`config.mk`:
```
export PLATFORM = sky130hd
export DESIGN_NAME = bus_transfer_sequencer
export DESIGN_NICKNAME = d
export VERILOG_FILES = /design/src/rtl/bus_transfer_sequencer.sv
export SDC_FILE = /design/constraint.sdc
export NUM_CORES = 1
export LEC_CHECK = 0
export CORE_MARGIN = 4
export CORE_UTILIZATION = 46
export CTS_BUF_LIST = sky130_fd_sc_hd__clkbuf_2
export DETAILED_ROUTE_END_ITERATION = 16
export PLACE_DENSITY = 0.76
export SETUP_SLACK_MARGIN = 0.1
export SYNTH_ARGS = -nofsm -noshare
export SYNTH_HDL_FRONTEND = slang
export SYNTH_SLANG_ARGS = --single-unit
```
`constraint.sdc`:
```
create_clock -name clk -period 1.3 [get_ports clk]
set_clock_uncertainty 0.2 [all_clocks]
set_input_delay 0.39 -clock clk [delete_from_list [all_inputs] [get_ports clk]]
set_output_delay 0.39 -clock clk [all_outputs]
set_load 0.02 [all_outputs]
```
`src/rtl/bus_transfer_sequencer.sv`:
```
// Strobe sequencer for the shared 8-bit bus: runs one register-to-register
// transfer at a time as a settle (drive-only) cycle, then a load cycle, then a release.
module bus_transfer_sequencer #(
  parameter int N_AGENTS = 4,
  parameter int ID_W     = 2
) (
  input  logic                clk,
  input  logic                rst,
  input  logic                req_valid,
  output logic                req_ready,
  input  logic [ID_W-1:0]     req_src,
  input  logic [ID_W-1:0]     req_dst,
  output logic [N_AGENTS-1:0] out_en,
  output logic [N_AGENTS-1:0] load_n,
  output logic                busy,
  output logic                done,
  output logic                err
);

  localparam int N_IDS = 2 ** ID_W;

  typedef enum logic [2:0] {
    S_IDLE,
    S_DRIVE,
    S_LOAD,
    S_RELEASE,
    S_ERROR
  } state_t;

  state_t                state_q;
  logic [ID_W-1:0]       src_q;
  logic [ID_W-1:0]       dst_q;
  logic [N_AGENTS-1:0]   out_en_q;
  logic [N_AGENTS-1:0]   load_n_q;
  logic                  ready_q;
  logic                  busy_q;
  logic                  done_q;
  logic                  err_q;

  // Constant table of which IDs map to an existing agent.
  logic [N_IDS-1:0]      id_ok;
  logic                  req_bad;

  for (genvar gi = 0; gi < N_IDS; gi++) begin : g_id_ok
    assign id_ok[gi] = (gi < N_AGENTS);
  end

  assign req_bad = (req_src == req_dst) || !id_ok[req_src] || !id_ok[req_dst];

  function automatic logic [N_AGENTS-1:0] decode(input logic [ID_W-1:0] id);
    logic [N_AGENTS-1:0] v;
    for (int i = 0; i < N_AGENTS; i++) begin
      v[i] = (id == ID_W'(i));
    end
    return v;
  endfunction

  always_ff @(posedge clk) begin
    if (rst) begin
      state_q  <= S_IDLE;
      src_q    <= '0;
      dst_q    <= '0;
      out_en_q <= '0;
      load_n_q <= '1;
      ready_q  <= 1'b1;
      busy_q   <= 1'b0;
      done_q   <= 1'b0;
      err_q    <= 1'b0;
    end else begin
      done_q <= 1'b0;
      err_q  <= 1'b0;
      case (state_q)
        S_IDLE: begin
          if (req_valid) begin
            src_q   <= req_src;
            dst_q   <= req_dst;
            ready_q <= 1'b0;
            busy_q  <= 1'b1;
            if (req_bad) begin
              state_q <= S_ERROR;
              err_q   <= 1'b1;
            end else begin
              state_q  <= S_DRIVE;
              out_en_q <= decode(req_src);
            end
          end
        end
        S_DRIVE: begin
          // Source has driven for one full cycle; the bus is settled, so load now.
          state_q  <= S_LOAD;
          out_en_q <= decode(src_q);
          load_n_q <= ~decode(dst_q);
        end
        S_LOAD: begin
          state_q  <= S_RELEASE;
          out_en_q <= '0;
          load_n_q <= '1;
          done_q   <= 1'b1;
        end
        S_RELEASE, S_ERROR: begin
          state_q <= S_IDLE;
          ready_q <= 1'b1;
          busy_q  <= 1'b0;
        end
        default: begin
          state_q  <= S_IDLE;
          out_en_q <= '0;
          load_n_q <= '1;
          ready_q  <= 1'b1;
          busy_q   <= 1'b0;
        end
      endcase
    end
  end

  assign req_ready = ready_q;
  assign out_en    = out_en_q;
  assign load_n    = load_n_q;
  assign busy      = busy_q;
  assign done      = done_q;
  assign err       = err_q;

endmodule

```
==> results.toml, run 1 <==
[place]
dpl.hpwl_mm = 1.44
place_inst = 143
gp_congestion = 0.746
dpl_worst_slack_ns = -0.577
place_area_sq_um = 1200
io_buffers = 18

[final_layout]
layout-drive-gt1-share = 0.598
final_cells = 152
area_growth_pct = 57.3
stdcell_area_sq_um = 1400
nets = 135
antennaDiodeCount = 0
final_common_cell = "buf_6"
most-common-layout-cells = "17 x buf_6, 15 x buf_4, 12 x dfxtp_2"

[power_and_ir_drop]
leakage_uw = 0.000592
power-per-cell-area_nw_per_um2 = 1100
peakVddDrop_v = 0.000816
finalPower_uw = 1540

[grt]
grt_max_degree = 12
grt_pass1_wl_mm = 3.60
grt_pass1_vias = 786
grtUsageTotal = 0.180
grt-ovfl-total = 0
antenna_found_initial = 0

[setup_path]
endpoint_kind = "output pin"
worst_ep_arrival_time_ns = 0.83
crit_buf_inv = 1
path_delay_family = "flip-flops"
cp_slowest_cell = "dfxtp_2"
max_stage_delay_ns = 0.40
cp_cell_sequence = "buf_6"
critPathKind = "reg2out"
cp-start-kind = "register"
rrSetupSlack_ns = -0.11
required_ns = 0.71
crit_fanout = 2

[timing]
rsz0062_at_grt = "true"
fmax_mhz = 704
setup_violations = 24
fin_crit_sh = 1.09
drv_slew = 0
fin_ws_ns = -0.121
worst_pin_slew_ns = 0.251
min_period_ns = 1.42
slew_headroom = 0.831
final_hold_viol_count = 0

[clock_network]
clk_pin_slew_ns = 0.20
htreeDepth = 1
holdBufCountCts = 0
cts-root-buf = "clkbuf_2"
insertion_delay_ns = 0.31
clk_path_buf_depth = 2
tritoncts = "done"
cts_buffers = 3
cts_sinks = 19

[synth]
synthXorXnorAreaFrac = 0.0296
syn_area_sq_um = 888
synthArstFlopShare = 0
synth_fp_nets = 95
synth_edf_count = 0
yosysSeqAreaShare = 0.428
synth_top_family_by_area = "simple AND/OR/NAND/NOR gates"
synthMuxAreaShare = 0.114
synth_compound_area_frac = 0.115
yosys.area_share.simple = 0.254
synth_adder_area_share = 0
syn_avg_cell_area_sq_um = 10.1
yosys_most_used_dff = "dfxtp_1"
ys_seq_elements = 19
ys_types = 27
ys.warnings.count = 0
postSynthCellCount = 88

[detailed_routing]
routed_via_density = 5.31
antenna_left = 0
vias = 807
drt_pass1_iterations = 4
routedWlPerCell_microns = 16.1
wirelength_mm = 2.45
drtIter0Drc = 27
drc = 0

[status]
status = "finished, violations left"
failed_checks = "negative setup slack"

[run]
drv_cap = 0

[floorplan]
coreArea_sq_um = 1780
chipWidth_microns = 51.9
dieArea_sq_um = 2700
num_rows = 15
ios = 19
start_util = 0.498
die_height_microns = 51.9

[min_path]
hold_class = "in2reg"
per-stage QoR:
step	setup TNS [ns]	utilization	hold WS, ns
5_1_grt	-3.25	0.784	0.147
4_1_cts	-1.88	0.736	0.248
2_1_floorplan	-0.136	-	0.289
3_5_place_dp	-10.92	0.674	0.266
3_3_place_gp	-10.41	0.674	0.268
6_report	-1.98	0.784	0.142
timing repair:
item / CTS / global route
pin swaps: 3 / 10
setup endpoints to repair: 30 / 30
setup buffers: 2 / 2
gates resized for setup: 106 / 17
gates cloned: 1 / 0
sequential cells by signal, summed over array words and instances (netlist names):
register   flops
load_n         4
state_q        3
err            1
src_q          2
busy           1
dst_q          2
done           1
out_en         4
req_ready      1
kinds of logic (layout without fill, tap and decap cells):
kind of cell	count (synthesis)	count (layout)
XOR/XNOR	3	3
AND/OR/NAND/NOR	34	34
flip-flops	19	19
multiplexers	10	10
buffers and inverters	8	47
AO/OA/AOI/OAI	14	14
synthesized netlist by cell type, types with 2 or more instances:
library cell	count	area (sq um)
buf_6	3	33.8
dfxtp_1	19	380
a21oi_1	5	25.0
clkbuf_1	2	7.51
o21ai_0	3	15.0
xnor2_1	3	26.3
nor2_1	7	26.3
o32ai_1	2	17.5
o22ai_1	2	12.5
nand2_1	2	7.51
inv_1	2	7.51
nand3_1	2	10.0
nand2b_1	8	50.1
mux2i_1	9	90.1
nor3_1	5	25.0
nor3b_1	3	22.5
power breakdown:
group          switching [uW]  internal (uW)
combinational             252            312
sequential               69.8            642
clock                     192           69.7
total                     514           1020
layer usage:
metal  wire (microns)  up-vias  GRT usage
met5                0        -          0
met3              137        7     0.0287
met2             1260       31      0.301
met4               39        0     0.0742
met1             1020      384      0.226
li1                 -      385          -
worst register-to-register path, cell delays in order (launching register included):
cell and delay, ns:
dfxtp_4 0.42, buf_6 0.12, o21a_4 0.20, a31o_4 0.23
mux2i_1 0.16
worst paths after layout:
path	endpoint	from	cells past startpoint
setup / recovery	load_n[2]	load_n[2]	1
setup reg to reg	out_en[3]	state_q[0]	4
hold reg to reg	out_en[0]	out_en[0]	2
hold / removal	dst_q[1]	req_dst[1]	3
layout make-up:
class                           instances  area [sq um]
Sequential cell                        19           407
Inverter                                3          16.3
Clock buffer                            3          15.0
Timing Repair Buffer                   40           382
Multi-Input combinational cell         61           542
Tap cell                               25          31.3
Clock inverter                          1          5.00
Fill cell                             114           385
No activity file was read; power rests on OpenSTA's default activity.
==> run 2: changes to the inputs <==
SKIP_CTS_REPAIR_TIMING = 1   (was default)
==> results.toml, run 2 (synthesized netlist as in run 1, its figures left out) <==
[floorplan]
coreArea_sq_um = 1780
start_util = 0.498
dieArea_sq_um = 2700
ios = 19
num_rows = 15
chipWidth_microns = 51.9
die_height_microns = 51.9

[place]
io_buffers = 18
dpl.hpwl_mm = 1.44
dpl_worst_slack_ns = -0.577
place_inst = 143
gp_congestion = 0.746
place_area_sq_um = 1200

[final_layout]
layout-drive-gt1-share = 0.575
multi_input_area_sq_um = 532
seq_area_sq_um = 407
nets = 135
final_common_cell = "buf_6"
final_cells = 152
fill_cells = 111
stdcell_area_sq_um = 1410
most-common-layout-cells = "17 x buf_6, 15 x buf_4, 12 x dfxtp_2"
antennaDiodeCount = 0
area_growth_pct = 58.7

[detailed_routing]
drt_pass1_iterations = 5
drc = 0
antenna_left = 0
routed_via_density = 5.45
wirelength_mm = 2.32
drtIter0Drc = 38
vias = 829
routedWlPerCell_microns = 15.3

[timing]
holdWs_ns = 0.166
final_hold_viol_count = 0
min_period_ns = 1.42
fin_crit_sh = 1.09
setup_violations = 23
drv_slew = 0
fin_ws_ns = -0.122
worst_pin_slew_ns = 0.253
rsz0062_at_grt = "true"
slew_headroom = 0.830
fmax_mhz = 703

[power_and_ir_drop]
peakVddDrop_v = 0.000762
leakage_uw = 0.000638
power-per-cell-area_nw_per_um2 = 1090

[setup_path]
endpoint_kind = "output pin"
critPathKind = "reg2out"
cp_cell_sequence = "buf_6"
required_ns = 0.71
max_stage_delay_ns = 0.39
path_delay_family = "flip-flops"
worst_ep_arrival_time_ns = 0.83
crit_fanout = 2
cp-start-kind = "register"
crit_buf_inv = 1
cp_slowest_cell = "dfxtp_2"

[grt]
grt-ovfl-total = 0
busiest_layer = "met2"
grtUsageTotal = 0.156
use_met1 = 0.219
grt_pass1_wl_mm = 3.14
use_met2 = 0.238
grt_max_degree = 13
grt_pass1_vias = 690
met3_usage = 0.0287
antenna_found_initial = 0

[clock_network]
insertion_delay_ns = 0.32
htreeDepth = 1
cts_buffers = 3
clk_pin_slew_ns = 0.20
cts-root-buf = "clkbuf_2"
cts_sinks = 19
clk_path_buf_depth = 2
tritoncts = "done"

[status]
status = "finished, violations left"
failed_checks = "negative setup slack"

[run]
drv_cap = 0

[min_path]
hold_class = "in2reg"
[run 2: metrics by stage]
step	power, uW	setup TNS, ns	utilization
finish	1540	-1.99	0.791
global route	1610	-3.23	0.791
CTS	1420	-9.57	0.685
detailed placement	1160	-10.92	0.674
global placement	1150	-10.41	0.674
floorplan	967	-0.136	-
[run 2: layout make-up]
type                            count  area share
Multi-Input combinational cell     61       0.377
Timing Repair Buffer               40       0.287
Sequential cell                    19       0.288
Clock buffer                        3      0.0106
Clock inverter                      1     0.00355
Inverter                            3      0.0115
Tap cell                           25      0.0222
[run 2: report_power, final]
part / internal [uW] / leakage [uW] / switching (uW)
sequential: 642 / 0.000159 / 68.1
clock: 69.7 / 0.0000164 / 197
combinational: 314 / 0.000463 / 245
total: 1030 / 0.000638 / 510
[run 2: worst paths after layout]
check        startpoint   endpoint  slack, ns  cells past startpoint
max reg2reg  state_q[0]  out_en[1]      -0.10                      4
min          req_dst[0]   dst_q[0]       0.17                      3
min reg2reg   out_en[2]  out_en[2]       0.30                      2
max           load_n[3]  load_n[3]      -0.12                      1
[run 2: routing by layer]
metal / part of all wire / up-vias
met5: 0 / -
met4: 0.031 / 0
met3: 0.059 / 14
met2: 0.48 / 39
met1: 0.43 / 392
li1: - / 384
==> run 3: changes to the inputs <==
CTS_CLUSTER_DIAMETER = 80   (was default)
REMOVE_ABC_BUFFERS = 1   (was default)
==> results.toml, run 3 (synthesized netlist as in run 1, its figures left out) <==
[status]
status = "finished, violations left"
failed_checks = "negative setup slack"

[clock_network]
cts-root-buf = "clkbuf_2"
tritoncts = "done"
cts_buffers = 3
cts_sinks = 19
htreeDepth = 1
clk_pin_slew_ns = 0.21
clk_path_buf_depth = 2
insertion_delay_ns = 0.35

[floorplan]
die_height_microns = 51.9
start_util = 0.498
ios = 19
chipWidth_microns = 51.9
dieArea_sq_um = 2700
coreArea_sq_um = 1780
num_rows = 15

[final_layout]
most-common-layout-cells = "22 x buf_4, 20 x buf_6, 12 x dfxtp_2"
nets = 143
layout-drive-gt1-share = 0.637
final_common_cell = "buf_4"
area_growth_pct = 68.7
fill_cells = 93
antennaDiodeCount = 0
final_cells = 160
final_core_util = 0.841

[timing]
slew_headroom = 0.841
setup_violations = 27
min_period_ns = 1.46
fmax_mhz = 684
drv_slew = 0
fin_ws_ns = -0.163
fin_crit_sh = 1.13
rsz0062_at_grt = "true"
final_hold_viol_count = 0
worst_pin_slew_ns = 0.238

[grt]
antenna_found_initial = 0
grt_pass1_vias = 744
grtUsageTotal = 0.163
grt_max_degree = 19
grt-ovfl-total = 0
grt_pass1_wl_mm = 3.19

[run]
drv_cap = 0

[power_and_ir_drop]
leakage_uw = 0.000688
finalPower_uw = 1620
power-per-cell-area_nw_per_um2 = 1080
peakVddDrop_v = 0.000723

[setup_path]
endpoint_kind = "register"
required_ns = 1.35
crit_fanout = 6
r2r_cells = 5
cp-start-kind = "register"
cp_slowest_cell = "dfxtp_4"
rrSetupSlack_ns = -0.16
critPathKind = "reg2reg"
reg2reg_to = "dst_q[0]"
r2r_start = "state_q[0]"
startpoint = "state_q[0]"
cp_cell_sequence = "nand2b_4 > nor3_4 > buf_6 > mux2i_1 > nor2_1"
cp-endpoint = "dst_q[0]"
max_stage_delay_ns = 0.41
worst_ep_arrival_time_ns = 1.51

[min_path]
hold_class = "in2reg"

[place]
dpl_worst_slack_ns = -0.577
gp_congestion = 0.763
dpl.hpwl_mm = 1.42
io_buffers = 18
place_inst = 148

[detailed_routing]
drtIter0Drc = 6
vias = 860
drc = 0
routedWlPerCell_microns = 15.8
wirelength_mm = 2.53
routed_via_density = 5.38
antenna_left = 0
drt_pass1_iterations = 4
[run 3: final cells by class]
| type | count | area (sq um) | area share |
|---|---|---|---|
| repair buffers | 48 | 465 | 0.311 |
| clock inverters | 1 | 5.00 | 0.00334 |
| well taps | 25 | 31.3 | 0.0209 |
| clock buffers | 3 | 15.0 | 0.0100 |
| inverters | 3 | 13.8 | 0.00918 |
| multi-input cells | 61 | 562 | 0.375 |
| flip-flops and latches | 19 | 407 | 0.271 |
[run 3: how the worst min path moves through the flow]
stage	start	to	cells after the start
6_report	req_dst[1]	dst_q[1]	4
3_3_place_gp	out_en[1]	out_en[1]	2
4_1_cts	out_en[2]	out_en[2]	2
2_1_floorplan	rst	dst_q[0]	1
5_1_grt	rst	state_q[1]	3
3_5_place_dp	out_en[2]	out_en[2]	2
[run 3: through the flow]
step / instance area [sq um] / hold slack [ns] / TNS (ns)
floorplan: 847 / 0.262 / -1.86
global placement: 1220 / 0.261 / -10.15
detailed placement: 1220 / 0.269 / -10.72
CTS: 1240 / 0.291 / -10.65
global route: 1500 / 0.261 / -4.54
finish: 1500 / 0.237 / -3.08
[run 3: per-layer routing]
layer / up-vias / GRT usage / routed length (microns)
li1: 401 / - / -
met1: 429 / 0.188 / 1070
met2: 21 / 0.276 / 1270
met3: 9 / 0.0344 / 92
met4: 0 / 0.0917 / 95
met5: - / 0 / 0
[run 3: critical path, delay by kind of cell (launching register included)]
kind,cells,cell delay (ns)
simple gates,3,0.43
mux,1,0.18
flops,1,0.41
buf+inv,1,0.16
[run 3: power breakdown]
group | internal (uW) | switching [uW] | leakage [uW]
combinational | 359 | 275 | 0.000513
clock | 69.6 | 207 | 0.0000164
sequential | 643 | 66.7 | 0.000159
